File: src/rtl/useq_sequencer_p.sv
// Microprogram sequencer implementing the Am2910 instruction set, with parametrised
// address/counter width and stack depth, a stall input and sticky stack error flags.
module useq_sequencer_p #(
  parameter int AW    = 12,
  parameter int CW    = AW,
  parameter int DEPTH = 5
) (
  input  logic          clk,
  input  logic          rst_n,
  input  logic          hold,
  input  logic [3:0]    i,
  input  logic          ccen_n,
  input  logic          cc_n,
  input  logic          rld_n,
  input  logic          ci,
  input  logic [AW-1:0] d,
  output logic [AW-1:0] y,
  output logic          pl_n,
  output logic          map_n,
  output logic          vect_n,
  output logic          full_n,
  output logic          empty,
  output logic          ovf,
  output logic          udf
);

  localparam int SPW = $clog2(DEPTH + 1);

  typedef enum logic [3:0] {
    OP_JZ   = 4'd0,
    OP_CJS  = 4'd1,
    OP_JMAP = 4'd2,
    OP_CJP  = 4'd3,
    OP_PUSH = 4'd4,
    OP_JSRP = 4'd5,
    OP_CJV  = 4'd6,
    OP_JRP  = 4'd7,
    OP_RFCT = 4'd8,
    OP_RPCT = 4'd9,
    OP_CRTN = 4'd10,
    OP_CJPP = 4'd11,
    OP_LDCT = 4'd12,
    OP_LOOP = 4'd13,
    OP_CONT = 4'd14,
    OP_TWB  = 4'd15
  } op_e;

  logic [AW-1:0]  upc_r;
  logic [CW-1:0]  cnt_r;
  logic [SPW-1:0] sp_r;
  logic [AW-1:0]  stk_r [DEPTH];
  logic           ovf_r;
  logic           udf_r;

  op_e            op_s;
  logic           pass_s;
  logic           rz_s;
  logic           full_s;
  logic           empty_s;
  logic [AW-1:0]  top_s;
  logic [AW-1:0]  cnt_ext_s;
  logic [AW-1:0]  y_s;
  logic           push_s;
  logic           pop_s;
  logic           decr_s;
  logic           ld_s;
  logic           jz_s;

  assign op_s      = op_e'(i);
  assign pass_s    = ~(~ccen_n & cc_n);
  assign rz_s      = (cnt_r != {CW{1'b0}});
  assign full_s    = (sp_r == SPW'(DEPTH));
  assign empty_s   = (sp_r == {SPW{1'b0}});
  assign cnt_ext_s = AW'(cnt_r);

  // Stack top as a compare-select over entries; reads zero on an empty stack.
  always_comb begin
    top_s = {AW{1'b0}};
    for (int k = 0; k < DEPTH; k++) begin
      top_s = (sp_r == SPW'(k + 1)) ? stk_r[k] : top_s;
    end
  end

  // Opcode decode: next-address source and the single stack/counter side effect.
  always_comb begin
    y_s    = upc_r;
    push_s = 1'b0;
    pop_s  = 1'b0;
    decr_s = 1'b0;
    ld_s   = 1'b0;
    jz_s   = 1'b0;
    case (op_s)
      OP_JZ: begin
        y_s  = {AW{1'b0}};
        jz_s = 1'b1;
      end
      OP_CJS: begin
        if (pass_s) begin
          y_s    = d;
          push_s = 1'b1;
        end else begin
          y_s = upc_r;
        end
      end
      OP_JMAP: y_s = d;
      OP_CJP, OP_CJV: begin
        if (pass_s) y_s = d;
        else        y_s = upc_r;
      end
      OP_PUSH: begin
        y_s    = upc_r;
        push_s = 1'b1;
        if (pass_s) ld_s = 1'b1;
        else        ld_s = 1'b0;
      end
      OP_JSRP: begin
        push_s = 1'b1;
        if (pass_s) y_s = d;
        else        y_s = cnt_ext_s;
      end
      OP_JRP: begin
        if (pass_s) y_s = d;
        else        y_s = cnt_ext_s;
      end
      OP_RFCT: begin
        if (rz_s) begin
          y_s    = top_s;
          decr_s = 1'b1;
        end else begin
          y_s   = upc_r;
          pop_s = 1'b1;
        end
      end
      OP_RPCT: begin
        if (rz_s) begin
          y_s    = d;
          decr_s = 1'b1;
        end else begin
          y_s = upc_r;
        end
      end
      OP_CRTN: begin
        if (pass_s) begin
          y_s   = top_s;
          pop_s = 1'b1;
        end else begin
          y_s = upc_r;
        end
      end
      OP_CJPP: begin
        if (pass_s) begin
          y_s   = d;
          pop_s = 1'b1;
        end else begin
          y_s = upc_r;
        end
      end
      OP_LDCT: begin
        y_s  = upc_r;
        ld_s = 1'b1;
      end
      OP_LOOP: begin
        if (pass_s) begin
          y_s   = upc_r;
          pop_s = 1'b1;
        end else begin
          y_s = top_s;
        end
      end
      OP_CONT: y_s = upc_r;
      OP_TWB: begin
        if (pass_s) begin
          y_s   = upc_r;
          pop_s = 1'b1;
        end else if (rz_s) begin
          y_s    = top_s;
          decr_s = 1'b1;
        end else begin
          y_s   = d;
          pop_s = 1'b1;
        end
      end
      default: y_s = upc_r;
    endcase
  end

  // uPC, loop counter, stack pointer and sticky error flags.
  always_ff @(posedge clk or negedge rst_n) begin
    if (!rst_n) begin
      upc_r <= {AW{1'b0}};
      cnt_r <= {CW{1'b0}};
      sp_r  <= {SPW{1'b0}};
      ovf_r <= 1'b0;
      udf_r <= 1'b0;
    end else if (!hold) begin
      upc_r <= jz_s ? {AW{1'b0}} : (y_s + AW'(ci));
      // An external reload beats both the opcode load and the decrement.
      if (!rld_n || ld_s) begin
        cnt_r <= d[CW-1:0];
      end else if (decr_s) begin
        cnt_r <= cnt_r - CW'(1'b1);
      end
      if (jz_s) begin
        sp_r  <= {SPW{1'b0}};
        ovf_r <= 1'b0;
        udf_r <= 1'b0;
      end else if (push_s) begin
        if (full_s) ovf_r <= 1'b1;
        else        sp_r  <= sp_r + SPW'(1'b1);
      end else if (pop_s) begin
        if (empty_s) udf_r <= 1'b1;
        else         sp_r  <= sp_r - SPW'(1'b1);
      end
    end
  end

  // Stack storage: a push saves the uPC value from before this edge.
  always_ff @(posedge clk or negedge rst_n) begin
    if (!rst_n) begin
      for (int k = 0; k < DEPTH; k++) begin
        stk_r[k] <= {AW{1'b0}};
      end
    end else if (!hold && push_s && !full_s) begin
      for (int k = 0; k < DEPTH; k++) begin
        if (sp_r == SPW'(k)) stk_r[k] <= upc_r;
      end
    end
  end

  assign y      = y_s;
  assign pl_n   = (i == 4'd2) | (i == 4'd6);
  assign map_n  = (i != 4'd2);
  assign vect_n = (i != 4'd6);
  assign full_n = ~full_s;
  assign empty  = empty_s;
  assign ovf    = ovf_r;
  assign udf    = udf_r;

endmodule

File: config.mk
export PLATFORM = sky130hd
export DESIGN_NAME = useq_sequencer_p
export DESIGN_NICKNAME = d
export VERILOG_FILES = /design/src/rtl/useq_sequencer_p.sv
export SDC_FILE = /design/constraint.sdc
export NUM_CORES = 1
export LEC_CHECK = 0
export BUFFER_PORTS_ARGS = -buffer_cell sky130_fd_sc_hd__buf_2
export CORE_MARGIN = 2
export CORE_UTILIZATION = 65
export CTS_CLUSTER_SIZE = 16
export DETAILED_ROUTE_END_ITERATION = 8
export PLACE_DENSITY = 0.85
export SETUP_SLACK_MARGIN = 0.15
export SKIP_CTS_REPAIR_TIMING = 1
export SLEW_MARGIN = 20
export SYNTH_ARGS = -nofsm -noshare
export SYNTH_HDL_FRONTEND = slang
export SYNTH_SLANG_ARGS = --single-unit
File: constraint.sdc
create_clock -name clk -period 10 [get_ports clk]
set_input_delay 2 -clock clk [delete_from_list [all_inputs] [get_ports clk]]
set_output_delay 2 -clock clk [all_outputs]
set_load 0.005 [all_outputs]
==> impl_metrics.ini <==
[yosys]
yosys_warnings = 0
synth.ff_latch_count = 89
synth_top_area_share_pct = 36.16
synth_area_leaders = dfrtp_1 36%, mux2_2 9.1%, o21ai_0 5.3%
synth_edf_count = 0
synth.distinct_cells = 74
syn_area_per_cell_um2 = 8.674
async_flop_share_pct = 100.0
yosysTopAreaCell = dfrtp_1
syn_nets = 742
syn_inst = 710
yosysSeqAreaShare_pct = 36.16
ys.flop_type = dfrtp_1
syn-cell-area_um2 = 6158

[timing]
worst_pin_slew_ns = 1.015
fin_crit_sh_pct = 66.43
finalHoldViolCount = 0
slew_violations = 0
hold_ws_ns = 0.4918
setup_tns_ns = 0
skew_ns = 0.01350
slew_headroom_pct = 31.78
min_period_ns = 6.643
timing.fmax_ghz = 0.1505
rsz0062_at_grt = false
setup_violations = 0

[hold_path]
min_path_type = reg -> reg

[drt]
drt-initial-drc-count = 628
drt-total-wl_um = 18980
vias_per_cell = 7.148
drc_errors = 0
ant_nets = 0
dr.pass1.iters = 6
dr_total_vias = 5911
wl_per_cell_um = 22.95

[global_route]
gr-total-overflow = 0
grt_pass1_vias = 5369
antenna_found_initial = 1
grt_pass1_wl_um = 29450
grt_max_degree = 67
grtUsageTotal_pct = 37.84

[run_status]
outcome = finished clean

[die]
start_util_pct = 66.97
row_count = 35
num_io_pins = 42
core_um2 = 9196
die_area_um2 = 10270
die_h_um = 101.3
die_x_um = 101.3

[job]
maxCapViolations = 0

[final_layout]
layout-drive-gt1-share_pct = 19.69
syn_to_final_growth_pct = 6.014
fin_nets = 743
antenna_cells = 0
fill_cells = 718

[clock_tree]
htreeDepth = 3
clock_path_buffers = 2
insertion_delay_ns = 0.38
path_clk_slew_ns = 0.10
cts_tree = built
cts.sinks = 89
numCtsBuffers = 9
cts-root-buf = clkbuf_8

[placement]
port_buffers = 41
hpwlAfterDp_um = 13630
gp_congestion = 0.9561

[power_and_ir_drop]
powerDensity_nw_per_um2 = 224.1
total_power_mw = 1.463
p_leak_nw = 2.774
vdd_ir_drop_max_v = 0.0002357

[setup_path]
cp_slowest_stage_delay_ns = 1.00
arrival_ns = 4.64
crit_path_end_kind = output port
path_cells = inv_1 -> ha_1 -> nor4b_1 -> a221o_1 -> a22oi_1 -> or2_1 -> and4_1 -> nand3_1 -> buf_2
critical_path.max_fanout = 30
cp-start-kind = flop
cp_slowest_cell = dfrtp_1
worstSetupPathType = reg -> out
cp.required_ns = 8.00
area by class of cell:
class | instances | area [um2] | area share, %
Timing Repair Buffer | 46 | 245.2 | 3.756
Clock buffer | 10 | 137.6 | 2.108
Tap cell | 111 | 138.9 | 2.127
Inverter | 30 | 112.6 | 1.725
Sequential cell | 89 | 2227 | 34.11
Multi-Input combinational cell | 535 | 3595 | 55.06
Clock inverter | 6 | 72.57 | 1.112
logic make-up (layout without fill, tap and decap cells):
kind of cell | Yosys count | after routing | synth area share (%)
multiplexers | 55 | 55 | 9.955
flip-flops | 89 | 89 | 36.16
AND/OR/NAND/NOR | 228 | 228 | 19.44
AO/OA/AOI/OAI | 240 | 240 | 26.45
XOR/XNOR | 3 | 3 | 0.4267
adder cells (fa/ha/maj) | 9 | 9 | 1.829
buffers and inverters | 86 | 92 | 5.729
synthesized netlist by cell type, types with 6 or more instances:
library cell / count
a211oi_1: 7
a21oi_1: 51
a221o_1: 6
a22o_1: 9
a22oi_1: 7
a31oi_1: 8
and3_1: 10
clkbuf_1: 48
dfrtp_1: 89
ha_1: 9
inv_1: 27
mux2_2: 50
nand2_1: 71
nand2b_1: 14
nand3_1: 23
nor2_1: 34
nor2b_1: 10
nor3_1: 19
o21ai_0: 65
o21ai_1: 9
o221ai_1: 6
o22ai_1: 7
o31ai_1: 10
worst paths after layout:
check / end / slack, ns / depth (start not counted) / startpoint
max: y[2] / 3.36 / 9 / sp_r[2]
min: stk_r[4] / 0.49 / 2 / stk_r[4]
max reg2reg: upc_r[10] / 4.29 / 14 / sp_r[2]
min reg2reg: stk_r[4] / 0.49 / 2 / stk_r[4]
max in group asynchronous: stk_r[3] / 7.36 / 2 / rst_n
min in group asynchronous: cnt_ext_s[7] / 1.51 / 1 / rst_n
power breakdown:
group / leakage, nW / switching [mW] / total, mW / internal, mW
combinational: 1.52 / 0.337 / 0.580 / 0.243
sequential: 1.15 / 0.129 / 0.617 / 0.488
clock: 0.109 / 0.140 / 0.266 / 0.126
total: 2.77 / 0.607 / 1.46 / 0.856
metal layers:
layer,wire (um),vias up,track usage (%),share of wire (%)
met5,7,-,0,0.037
met4,847,2,15.90,4.5
met3,1899,80,8.627,10
met2,8435,352,56.90,44
met1,7788,2833,52.86,41
li1,-,2644,-,-
stage by stage:
step                area, um2  util (%)  cells  setup WS, ns
floorplan                6158         -    710         4.348
global placement         6305     68.56    811         3.521
detailed placement       6312     68.64    811         3.553
CTS                      6523     70.93    827         3.517
global route             6529     70.99    827         3.121
finish                   6529     70.99    827         3.357
cells in the final DEF, fill, tap and decap left out, drive strengths merged, types with 14 or more instances in the layout:
cell	netlist	routed
nor3	20	20
a21oi	52	52
o31ai	14	14
nor2	34	34
dfrtp	89	89
nand2b	14	14
mux2	50	50
o21ai	74	74
nand2	71	71
buf	8	46
nand3	23	23
inv	30	33
critical path: cells and delay by family (launching register included):
family | cells | cell delay [ns]
and+or+nand+nor | 4 | 1.67
adders and majority gates | 1 | 0.64
AOI/OAI and AO/OA | 2 | 0.43
buffers and inverters | 2 | 0.53
DFF | 1 | 1.00
sequential cells by signal (all words and copies together) (netlist names):
register   flops
cnt_ext_s     12
ovf            1
sp_r           3
stk_r         60
udf            1
upc_r         12
(Power assumes the default switching activity.)
